==> src/rtl/mem_arbiter.sv <==
`timescale 1ns/1ps
// Two-port (instruction fetch / data) round-robin arbiter onto a single memory port,
// one outstanding transaction, with a bounded wait for m_ack and registered outputs.
module mem_arbiter #(
    parameter int ADDR_W  = 32,
    parameter int DATA_W  = 32,
    parameter int TIMEOUT = 255
) (
    input  logic                clk,
    input  logic                reset,
    input  logic                i_req,
    input  logic [ADDR_W-1:0]   i_addr,
    output logic [DATA_W-1:0]   i_rdata,
    output logic                i_ack,
    output logic                i_err,
    input  logic                d_req,
    input  logic                d_we,
    input  logic [DATA_W/8-1:0] d_be,
    input  logic [ADDR_W-1:0]   d_addr,
    input  logic [DATA_W-1:0]   d_wdata,
    output logic [DATA_W-1:0]   d_rdata,
    output logic                d_ack,
    output logic                d_err,
    output logic                m_req,
    output logic                m_we,
    output logic [DATA_W/8-1:0] m_be,
    output logic [ADDR_W-1:0]   m_addr,
    output logic [DATA_W-1:0]   m_wdata,
    input  logic [DATA_W-1:0]   m_rdata,
    input  logic                m_ack,
    output logic [1:0]          dbg_state
);
    localparam int BE_W = DATA_W / 8;
    localparam logic [7:0] TO = 8'(TIMEOUT);

    // Handshake: a requester raises x_req with stable operands and holds them until it
    // sees the one-cycle x_ack pulse; memory answers a held m_req with a one-cycle m_ack.
    typedef enum logic [1:0] {IDLE, BUSY_I, BUSY_D, RESP} state_t;

    state_t              state, state_nx;
    logic                m_req_nx, m_we_nx;
    logic [BE_W-1:0]     m_be_nx;
    logic [ADDR_W-1:0]   m_addr_nx;
    logic [DATA_W-1:0]   m_wdata_nx;
    logic [DATA_W-1:0]   i_rdata_nx, d_rdata_nx;
    logic                i_ack_nx, i_err_nx, d_ack_nx, d_err_nx;
    logic [7:0]          cnt, cnt_nx;
    logic                last_d, last_d_nx;
    logic                timed_out;

    assign dbg_state = state;

    always_ff @(posedge clk or posedge reset) begin
        if (reset) begin
            state   <= IDLE;
            m_req   <= 1'b0;
            m_we    <= 1'b0;
            m_be    <= '0;
            m_addr  <= '0;
            m_wdata <= '0;
            i_rdata <= '0;
            i_ack   <= 1'b0;
            i_err   <= 1'b0;
            d_rdata <= '0;
            d_ack   <= 1'b0;
            d_err   <= 1'b0;
            cnt     <= '0;
            last_d  <= 1'b0;
        end else begin
            state   <= state_nx;
            m_req   <= m_req_nx;
            m_we    <= m_we_nx;
            m_be    <= m_be_nx;
            m_addr  <= m_addr_nx;
            m_wdata <= m_wdata_nx;
            i_rdata <= i_rdata_nx;
            i_ack   <= i_ack_nx;
            i_err   <= i_err_nx;
            d_rdata <= d_rdata_nx;
            d_ack   <= d_ack_nx;
            d_err   <= d_err_nx;
            cnt     <= cnt_nx;
            last_d  <= last_d_nx;
        end
    end

    always_comb begin
        state_nx   = state;
        m_req_nx   = m_req;
        m_we_nx    = m_we;
        m_be_nx    = m_be;
        m_addr_nx  = m_addr;
        m_wdata_nx = m_wdata;
        i_rdata_nx = i_rdata;
        i_ack_nx   = i_ack;
        i_err_nx   = i_err;
        d_rdata_nx = d_rdata;
        d_ack_nx   = d_ack;
        d_err_nx   = d_err;
        cnt_nx     = cnt;
        last_d_nx  = last_d;
        timed_out  = 1'b0;
        case (state)
            IDLE: begin
                // Data wins contention unless it was the last port served.
                if (d_req && (!i_req || !last_d)) begin
                    state_nx   = BUSY_D;
                    m_req_nx   = 1'b1;
                    m_we_nx    = d_we;
                    m_be_nx    = d_be;
                    m_addr_nx  = d_addr;
                    m_wdata_nx = d_wdata;
                    cnt_nx     = '0;
                end else if (i_req) begin
                    state_nx   = BUSY_I;
                    m_req_nx   = 1'b1;
                    m_we_nx    = 1'b0;
                    m_be_nx    = '1;
                    m_addr_nx  = i_addr;
                    m_wdata_nx = '0;
                    cnt_nx     = '0;
                end
            end
            BUSY_I, BUSY_D: begin
                // A late m_ack on the timeout edge still completes the transaction.
                if (m_ack || (cnt + 8'd1 == TO)) begin
                    timed_out = !m_ack;
                    state_nx  = RESP;
                    m_req_nx  = 1'b0;
                    last_d_nx = (state == BUSY_D);
                    if (state == BUSY_D) begin
                        d_ack_nx   = 1'b1;
                        d_err_nx   = timed_out;
                        d_rdata_nx = (timed_out || m_we) ? '0 : m_rdata;
                    end else begin
                        i_ack_nx   = 1'b1;
                        i_err_nx   = timed_out;
                        i_rdata_nx = timed_out ? '0 : m_rdata;
                    end
                end else begin
                    cnt_nx = cnt + 8'd1;
                end
            end
            RESP: begin
                state_nx = IDLE;
                i_ack_nx = 1'b0;
                i_err_nx = 1'b0;
                d_ack_nx = 1'b0;
                d_err_nx = 1'b0;
            end
            default: state_nx = IDLE;
        endcase
    end
endmodule

==> config.mk <==
export PLATFORM = sky130hd
export DESIGN_NAME = mem_arbiter
export DESIGN_NICKNAME = d
export VERILOG_FILES = /design/src/rtl/mem_arbiter.sv
export SDC_FILE = /design/constraint.sdc
export NUM_CORES = 1
export LEC_CHECK = 0
export CAP_MARGIN = 5
export CORE_ASPECT_RATIO = 1.5
export CORE_UTILIZATION = 54
export DETAILED_ROUTE_END_ITERATION = 7
export DONT_BUFFER_PORTS = 1
export PLACE_DENSITY = 0.72
export SLEW_MARGIN = 20
export SYNTH_ARGS = -nofsm -noshare
export SYNTH_HDL_FRONTEND = slang
export SYNTH_SLANG_ARGS = --single-unit
==> constraint.sdc <==
create_clock -name clk -period 5.2 [get_ports clk]
set_input_delay 1.3 -clock clk [delete_from_list [all_inputs] [get_ports clk]]
set_output_delay 1.3 -clock clk [all_outputs]
set_load 0.03 [all_outputs]
==> results.py, run 1 <==
metrics = {
    "status": {
        "status": "finished, final reports clean",
    },
    "synthesis": {
        "synth.avg_cell_area_um2": 12.4,
        "synth-main-ff-cell": "dfrtp_1",
        "ys_top_cells_by_count": "149 x dfrtp_1, 97 x a22o_1, 44 x nand2_1",
        "yosysSeqAreaShare": 0.601,
        "synthDominantCellAreaShare": 0.601,
        "syn_area_um2": 6210,
        "ys_warn_count": 0,
        "synth_top_area_cell": "dfrtp_1",
        "yosys.cell_types.count": 47,
        "syn_inst": 501,
        "async_flop_share": 1.00,
        "synth.most_common_cell": "dfrtp_1",
        "synth_seq_cells": 149,
        "synth_edf_count": 0,
        "yosys-top-cells-area": "dfrtp_1 60%, a22o_1 14%, mux2i_1 5.6%",
        "syn_nets": 645,
    },
    "place": {
        "dp_hpwl_um": 10700,
        "routabilityCongestion": 0.803,
        "port_buffers": 0,
        "dpl_cell_area_um2": 6240,
        "pre_cts_ws_ns": 2.19,
    },
    "floorplanning": {
        "pin_count": 278,
        "die_area_um2": 11900,
        "start_util": 0.559,
        "rows": 47,
        "die_y_um": 133,
        "die_w_um": 89.6,
        "core_um2": 11100,
    },
    "sta": {
        "relSlewSlack": 0.338,
        "tns_ns": 0,
        "layout_setup_ws_ns": 2.39,
        "finClkSkew_ns": 0.00838,
        "finalCritPeriodShare": 0.541,
        "setup_violations": 0,
        "timing.fmax_ghz": 0.356,
        "drv_slew": 0,
        "finalHoldViolCount": 0,
        "fin_crit_ns": 2.81,
        "worst_slew_pin_slew_ns": 0.994,
        "fin_hold_ws_ns": 0.521,
        "rsz0062_at_grt": "false",
    },
    "layout": {
        "drive_above_1_share": 0.106,
        "design_area_um2": 6880,
        "final_util": 0.619,
        "syn_to_final_growth_pct": 10.8,
        "fill_cells": 860,
        "num-nets-final": 629,
        "n_antenna_cell": 0,
    },
    "worst_hold_path": {
        "min_to": "cnt[7]",
        "min_delay_path_depth": 1,
        "hold_class": "flip-flop to flip-flop",
        "holdCritStartpoint": "cnt[7]",
    },
    "cts": {
        "post_cts_resized": 0,
        "insertion_delay_ns": 0.42,
        "cts_sinks": 149,
        "cts-root-buf": "clkbuf_16",
        "cts_hold_buf": 0,
        "htreeDepth": 4,
        "cts-buffers-inserted": 17,
        "postCtsSetupRepairBufs": 0,
        "clk_path_buf_depth": 2,
        "clk_pin_slew_ns": 0.06,
        "cts_tree": "done",
    },
    "setup_path": {
        "cp-end-kind": "flip-flop",
        "required_ns": 5.49,
        "reg2reg_depth": 7,
        "critical_path_class": "flip-flop to flip-flop",
        "timing.rr.end": "i_rdata[30]",
        "setup.worst_path.start_class": "flip-flop",
        "worstPathCellList": "ha_1 > nand4_1 > xnor2_1 > a2bb2oi_2 > o21bai_4 > nand3b_4 > a22o_1",
        "r2r_slack_ns": 2.39,
        "r2r-start": "cnt[1]",
        "cp_data_arrival_time_ns": 3.11,
        "crit_slowest_cell": "o21bai_4",
        "critPathMaxFanout": 32,
        "critPathMaxStageDelay_ns": 0.55,
    },
    "drt": {
        "vias_per_cell": 6.46,
        "via_count": 4168,
        "wl_um": 15500,
        "wl_per_cell_um": 24.0,
        "drtPass1Iterations": 4,
        "detail-route-antenna-nets": 0,
        "drc": 0,
        "drtIter0Drc": 242,
    },
    "global_routing": {
        "globalRoute.totalOverflow": 0,
        "grt_max_degree": 150,
        "grt_pass1_vias": 4266,
        "grtUsageTotal": 0.264,
        "antenna_found_initial": 0,
        "grt_pass1_wl_um": 23100,
    },
    "power": {
        "power.leakage_nw": 3.22,
        "vdd_drop_max_mv": 0.467,
        "p_per_area_nw_per_um2": 831,
    },
    "run": {
        "drv_cap": 0,
    },
}
[power breakdown]
| group | leakage (nW) | internal (W) | switching [W] | total [W] |
|---|---|---|---|---|
| combinational | 1.04 | 0.000596 | 0.000707 | 0.00130 |
| sequential | 1.88 | 0.00167 | 0.00147 | 0.00314 |
| clock | 0.299 | 0.000749 | 0.000520 | 0.00127 |
| total | 3.22 | 0.00301 | 0.00270 | 0.00571 |
[stage by stage]
step	instances	power (W)
after floorplan	501	0.00406
after global placement	612	0.00436
after detailed placement	612	0.00444
after CTS	644	0.00573
after global routing	645	0.00599
final	645	0.00571
[area by class of cell]
cell class                      count  area (um^2)  area share
Multi-Input combinational cell    304         2250       0.327
Timing Repair Buffer                5         70.1      0.0102
Clock inverter                     13          160      0.0233
Tap cell                          147          184      0.0267
Clock buffer                       19          453      0.0658
Inverter                            8         33.8     0.00491
Sequential cell                   149         3730       0.542
[worst max-delay path by stage]
stage,depth (start not counted),start,endpoint
after floorplan,1,reset,cnt[0]
after global routing,7,cnt[0],i_rdata[30]
after CTS,7,cnt[0],i_rdata[30]
after global placement,3,i_req,m_addr[24]
after detailed placement,3,i_req,m_addr[19]
final,7,cnt[1],i_rdata[30]
[critical path, delay by kind of cell (launching register included)]
family / cells / cell delay, ns
compound gates: 3 / 0.99
xor+xnor: 1 / 0.23
fa+ha+maj: 1 / 0.29
flops: 1 / 0.48
simple gates: 2 / 0.68
[kinds of logic (layout without fill, tap and decap cells)]
family	Yosys count	count (layout)	share of synthesized area
buf+inv	48	45	0.0405
simple gates	92	92	0.0778
fa+ha+maj	6	6	0.0121
flops	149	149	0.601
compound gates	170	170	0.211
mux	35	35	0.0564
xor+xnor	1	1	0.00141
[routing by layer]
layer	vias to the layer above	global-route usage	share of wire
met5	-	0	0
met3	49	0.0905	0.089
met2	244	0.424	0.50
met1	2041	0.301	0.36
li1	1834	-	-
met4	0	0.147	0.044
[registers in the layout, indices dropped and copies added, names as in the netlist]
name       flops
m_req          1
i_rdata       32
d_ack          1
i_err          1
d_rdata       32
cnt            8
last_d         1
m_addr        32
i_ack          1
m_we           1
d_err          1
m_be           4
dbg_state      2
m_wdata       32
[layout by cell type (no fill, tap or decap), drive strengths merged, types with 5 or more instances in the layout]
cell type and instances:
a21oi 5, a22o 97, buf 5, clkbuf 19, dfrtp 149, ha 6, inv 14, mux2i 35
nand2 44, nand3 6, nor2 11, o21ai 45, o22a 6
No activity file was read; power rests on OpenSTA's default activity.
==> inputs of run 2 (changes only) <==
--- a/config.mk
+++ b/config.mk
@@ -10,7 +10,7 @@
 export CORE_UTILIZATION = 54
 export DETAILED_ROUTE_END_ITERATION = 7
 export DONT_BUFFER_PORTS = 1
-export PLACE_DENSITY = 0.72
+export PLACE_DENSITY = 0.69
 export SLEW_MARGIN = 20
 export SYNTH_ARGS = -nofsm -noshare
 export SYNTH_HDL_FRONTEND = slang
==> constraint.sdc (replaced) <==
create_clock -name clk -period 2.95 [get_ports clk]
set_input_delay 0.7375 -clock clk [delete_from_list [all_inputs] [get_ports clk]]
set_output_delay 0.7375 -clock clk [all_outputs]
set_load 0.03 [all_outputs]
==> run 2 against run 1 <==
Compared with the run above: register-to-register slack got worse by 1.9 ns; highest routed layer unchanged; cell count rose by 0.78%; largest cell class unchanged; clock power rose by 89%; clock skew rose by 0.0010 ns; critical path type unchanged; power rose by 78%; worst hold slack got worse by 0.26 ns; fmax rose by 14%.
==> results.py, run 2 (synthesis results as in run 1) <==
metrics = {
    "layout": {
        "mostFrequentLayoutCell": "dfrtp_1",
        "n_antenna_cell": 0,
        "syn_to_final_growth_pct": 12.2,
        "num-nets-final": 634,
        "fin_cells": 650,
        "drive_above_1_share": 0.115,
        "final_cell_mix": "149 x dfrtp_1, 97 x a22o_1, 44 x nand2_1",
        "design_area_um2": 6960,
    },
    "floorplanning": {
        "start_util": 0.559,
        "core_um2": 11100,
        "die_y_um": 133,
        "pin_count": 278,
        "die_w_um": 89.6,
        "die_area_um2": 11900,
        "rows": 47,
    },
    "place": {
        "placedCellCount": 618,
        "routabilityCongestion": 0.807,
        "dp_hpwl_um": 10700,
        "port_buffers": 0,
        "dpl_cell_area_um2": 6310,
    },
    "sta": {
        "finClkSkew_ns": 0.00940,
        "timing.fmax_ghz": 0.406,
        "finalHoldViolCount": 0,
        "worst_slew_pin_slew_ns": 1.02,
        "relSlewSlack": 0.318,
        "finalCritPeriodShare": 0.835,
        "fin_crit_ns": 2.46,
        "tns_ns": 0,
        "drv_slew": 0,
        "setup_violations": 0,
        "rsz0062_at_grt": "false",
    },
    "run": {
        "drv_cap": 0,
    },
    "global_routing": {
        "globalRoute.totalOverflow": 0,
        "grt_max_degree": 73,
        "antenna_found_initial": 0,
        "grtUsageTotal": 0.253,
        "grt_pass1_wl_um": 22300,
        "grt_pass1_vias": 4152,
    },
    "drt": {
        "wl_um": 14900,
        "wl_per_cell_um": 22.9,
        "drtPass1Iterations": 4,
        "via_count": 4126,
        "drc": 0,
        "drtIter0Drc": 201,
        "vias_per_cell": 6.35,
        "detail-route-antenna-nets": 0,
    },
    "setup_path": {
        "setup.worst_path.start_class": "flip-flop",
        "cp_data_arrival_time_ns": 2.76,
        "cp-end-kind": "flip-flop",
        "required_ns": 3.25,
        "r2r_slack_ns": 0.49,
        "critical_path_class": "flip-flop to flip-flop",
        "critPathMaxFanout": 33,
    },
    "power": {
        "internal_power_w": 0.00547,
        "power.leakage_nw": 3.26,
        "swShare": 0.463,
        "clock_power_share": 0.235,
        "vdd_drop_max_mv": 0.811,
        "p_sw_w": 0.00472,
        "p_comb_frac": 0.222,
        "p_per_area_nw_per_um2": 1460,
        "seqPwrFrac": 0.543,
    },
    "cts": {
        "cts-root-buf": "clkbuf_16",
        "cts_sinks": 149,
        "postCtsSetupRepairBufs": 0,
        "clk_path_buf_depth": 2,
        "cts_hold_buf": 0,
        "htreeDepth": 4,
        "clk_pin_slew_ns": 0.07,
        "insertion_delay_ns": 0.42,
        "cts-buffers-inserted": 17,
        "cts_tree": "done",
        "post_cts_resized": 0,
    },
    "status": {
        "status": "finished, final reports clean",
    },
    "worst_hold_path": {
        "hold_class": "input port to asynchronous set/reset pin",
    },
}
[run 2: cell types whose count changed in the layout (fill, tap and decap cells not counted), sizes merged]
cell    previous run  this run
clkinv             3         1
inv               14        16
bufinv             2         4
buf                5        10
clkbuf            19        17
[run 2: worst max-delay path: stages (launching register included)]
cell	delay [ns]
dfrtp_1	0.47
ha_1	0.27
nand4_1	0.18
xnor2_1	0.22
a2bb2oi_2	0.10
o21bai_4	0.36
nand3_4	0.39
a22o_1	0.33
[run 2: area by class of cell]
class | instances | area (um^2)
fill | 818 | 4150
multi-input combinational | 304 | 2250
timing repair buffer | 10 | 113
sequential | 149 | 3730
inverter | 8 | 33.8
clock buffer | 17 | 425
clock inverter | 15 | 230
tap | 147 | 184
[run 2: worst paths after layout]
check	startpoint	to	cells after the start
min in group clk	d_be[1]	m_be[1]	1
max reg2reg	cnt[0]	d_rdata[18]	7
max in group asynchronous	reset	cnt[7]	2
min reg2reg	last_d	last_d	1
max	cnt[0]	d_rdata[18]	7
min	reset	d_rdata[17]	1
[run 2: power by group through the flow]
| stage | Combinational (W) | Sequential (W) | Clock (W) |
|---|---|---|---|
| finish | 0.00226 | 0.00553 | 0.00240 |
| detailed placement | 0.00229 | 0.00555 | 0 |
| floorplan | 0.00194 | 0.00522 | 0 |
| global route | 0.00253 | 0.00564 | 0.00252 |
| CTS | 0.00228 | 0.00554 | 0.00244 |
| global placement | 0.00215 | 0.00556 | 0 |
[run 2: stage by stage]
| stage | power (W) | hold slack [ns] | utilization | worst slack [ns] |
|---|---|---|---|---|
| floorplan | 0.00716 | 0.463 | - | 0.338 |
| global route | 0.0107 | 0.289 | 0.627 | 0.302 |
| global placement | 0.00771 | 0.494 | 0.567 | 0.615 |
| CTS | 0.0103 | 0.262 | 0.626 | 0.501 |
| finish | 0.0102 | 0.260 | 0.627 | 0.488 |
| detailed placement | 0.00784 | 0.501 | 0.567 | 0.516 |
[run 2: per-layer routing]
layer | global-route usage | wire length (um) | share of wire
met1 | 0.281 | 5350 | 0.36
met2 | 0.422 | 7540 | 0.51
met3 | 0.0973 | 1580 | 0.11
met4 | 0.108 | 444 | 0.030
met5 | 0 | 0 | 0
==> inputs of run 3 (changes only) <==
--- a/config.mk
+++ b/config.mk
@@ -10,7 +10,7 @@
 export CORE_UTILIZATION = 54
 export DETAILED_ROUTE_END_ITERATION = 7
 export DONT_BUFFER_PORTS = 1
-export PLACE_DENSITY = 0.69
+export PLACE_DENSITY = 0.72
 export SLEW_MARGIN = 20
 export SYNTH_ARGS = -nofsm -noshare
 export SYNTH_HDL_FRONTEND = slang
==> constraint.sdc (replaced) <==
create_clock -name clk -period 2.2 [get_ports clk]
set_input_delay 0.55 -clock clk [delete_from_list [all_inputs] [get_ports clk]]
set_output_delay 0.55 -clock clk [all_outputs]
set_load 0.03 [all_outputs]
==> run 3 against run 2 <==
Compared with the run above: combinational power up 48%; via count rose by 2.7%; flip-flop and latch count is the same; clock power is 14% higher; critical path depth grew 3; final area increased by 0.97%; global-route usage up 0.69 points; sequential share of layout area decreased by 0.51 points; non-clock buffer count rose by 12; fmax is 17% higher; critical path type unchanged.
==> results.py, run 3 (synthesis results as in run 1) <==
metrics = {
    "place": {
        "dp_hpwl_um": 10900,
        "port_buffers": 0,
        "routabilityCongestion": 0.801,
        "pre_cts_ws_ns": 0.124,
    },
    "floorplanning": {
        "rows": 47,
        "die_y_um": 133,
        "core_um2": 11100,
        "pin_count": 278,
        "die_area_um2": 11900,
        "start_util": 0.559,
        "die_w_um": 89.6,
    },
    "drt": {
        "detail-route-antenna-nets": 0,
        "drtPass1Iterations": 5,
        "drc": 0,
        "wl_um": 15500,
        "drtIter0Drc": 245,
        "via_count": 4237,
        "wl_per_cell_um": 23.4,
        "vias_per_cell": 6.39,
    },
    "worst_hold_path": {
        "hold_class": "input port to asynchronous set/reset pin",
    },
    "layout": {
        "fill_cells": 863,
        "final_cell_mix": "149 x dfrtp_1, 97 x a22o_1, 44 x nand2_1",
        "final_util": 0.633,
        "drive_above_1_share": 0.138,
        "multiInputGateArea_um2": 2260,
        "num-nets-final": 646,
        "regArea_um2": 3730,
        "syn_to_final_growth_pct": 13.3,
        "mostFrequentLayoutCell": "dfrtp_1",
    },
    "cts": {
        "cts_tree": "done",
        "cts_sinks": 149,
        "insertion_delay_ns": 0.41,
        "cts-buffers-inserted": 17,
        "clk_pin_slew_ns": 0.06,
        "postCtsSetupRepairBufs": 0,
        "clk_path_buf_depth": 2,
        "cts-root-buf": "clkbuf_16",
        "htreeDepth": 4,
    },
    "power": {
        "clock_power_share": 0.204,
        "seqPwrFrac": 0.547,
        "p_comb_frac": 0.249,
        "p_per_area_nw_per_um2": 1910,
        "p_total_w": 0.0134,
        "power.leakage_nw": 3.30,
        "p_sw_w": 0.00631,
        "internal_power_w": 0.00708,
        "swShare": 0.471,
        "vdd_drop_max_mv": 0.929,
    },
    "global_routing": {
        "grt_max_degree": 98,
        "grtUsageTotal": 0.260,
        "globalRoute.totalOverflow": 0,
        "grt_pass1_vias": 4169,
        "antenna_found_initial": 1,
        "grt_pass1_wl_um": 22700,
    },
    "sta": {
        "setup_violations": 0,
        "timing.fmax_ghz": 0.475,
        "finalHoldViolCount": 0,
        "fin_crit_ns": 2.10,
        "drv_slew": 0,
        "finClkSkew_ns": 0.00767,
        "finalCritPeriodShare": 0.956,
        "worst_slew_pin_slew_ns": 0.539,
        "relSlewSlack": 0.638,
        "layout_setup_ws_ns": 0.0967,
        "tns_ns": 0,
    },
    "setup_path": {
        "crit_start": "cnt[0]",
        "critical_path_class": "flip-flop to flip-flop",
        "setup.worst_path.start_class": "flip-flop",
        "worstPathCellList": "buf_4 > inv_1 > ha_1 > nand4b_1 > a21oi_2 > o21ai_2 > o21bai_4 > buf_6 > nand2b_1 > a311o_1",
        "critPathMaxFanout": 8,
        "required_ns": 2.49,
        "critPathMaxStageDelay_ns": 0.38,
        "r2r-start": "cnt[0]",
        "crit_slowest_cell": "dfrtp_1",
        "cp_data_arrival_time_ns": 2.40,
        "cp-end-kind": "flip-flop",
    },
    "run": {
        "drv_cap": 0,
    },
    "status": {
        "status": "finished, final reports clean",
    },
}
run 3: layout make-up:
type / instances / area share
flip-flops and latches: 149 / 0.530
clock inverters: 14 / 0.0180
inverters: 8 / 0.00480
diodes: 1 / 0.000356
repair buffers: 22 / 0.0383
clock buffers: 18 / 0.0610
multi-input cells: 304 / 0.321
well taps: 147 / 0.0262
run 3: layer usage:
metal  up-vias  global-route usage  part of all wire
met5         -                   0                 0
met1      2101               0.291              0.36
met2       237               0.435              0.53
met3        33              0.0880             0.087
li1       1866                   -                 -
met4         0               0.122             0.030
run 3: timing repair:
item / in CTS / in global routing
endpoints found under the setup margin: 0 / 4
resized for setup: 0 / 4
hold buffers: 0 / 0
run 3: metrics by stage:
stage / instance area (um^2) / cells / hold slack, ns
floorplan: 6210 / 501 / 0.463
global route: 7030 / 663 / 0.0594
global placement: 6460 / 630 / 0.468
detailed placement: 6460 / 630 / 0.478
CTS: 7020 / 662 / 0.0309
finish: 7030 / 663 / 0.0365
run 3: path summary, 6_finish.rpt:
path	endpoint	slack [ns]	cells past startpoint
setup / recovery	i_ack	0.1	10
min in group clk	m_be[1]	0.26	1
max in group asynchronous	m_addr[12]	1.48	2
hold reg to reg	last_d	0.51	1
hold / removal	d_err	0.04	1
setup reg to reg	i_ack	0.1	10
run 3: power by group through the flow:
stage	Combinational [W]	Sequential [W]	Clock, W
after floorplan	0.00260	0.00700	0
after global placement	0.00318	0.00734	0
after detailed placement	0.00336	0.00735	0
after CTS	0.00337	0.00734	0.00279
after global routing	0.00370	0.00747	0.00291
final	0.00334	0.00733	0.00273
run 3: worst max-delay path, delay by kind of cell, from the launching register on:
kind | cells | cell delay [ns]
buffers and inverters | 3 | 0.35
AO/OA/AOI/OAI | 4 | 0.90
flip-flops | 1 | 0.38
AND/OR/NAND/NOR | 2 | 0.17
adder cells (fa/ha/maj) | 1 | 0.15
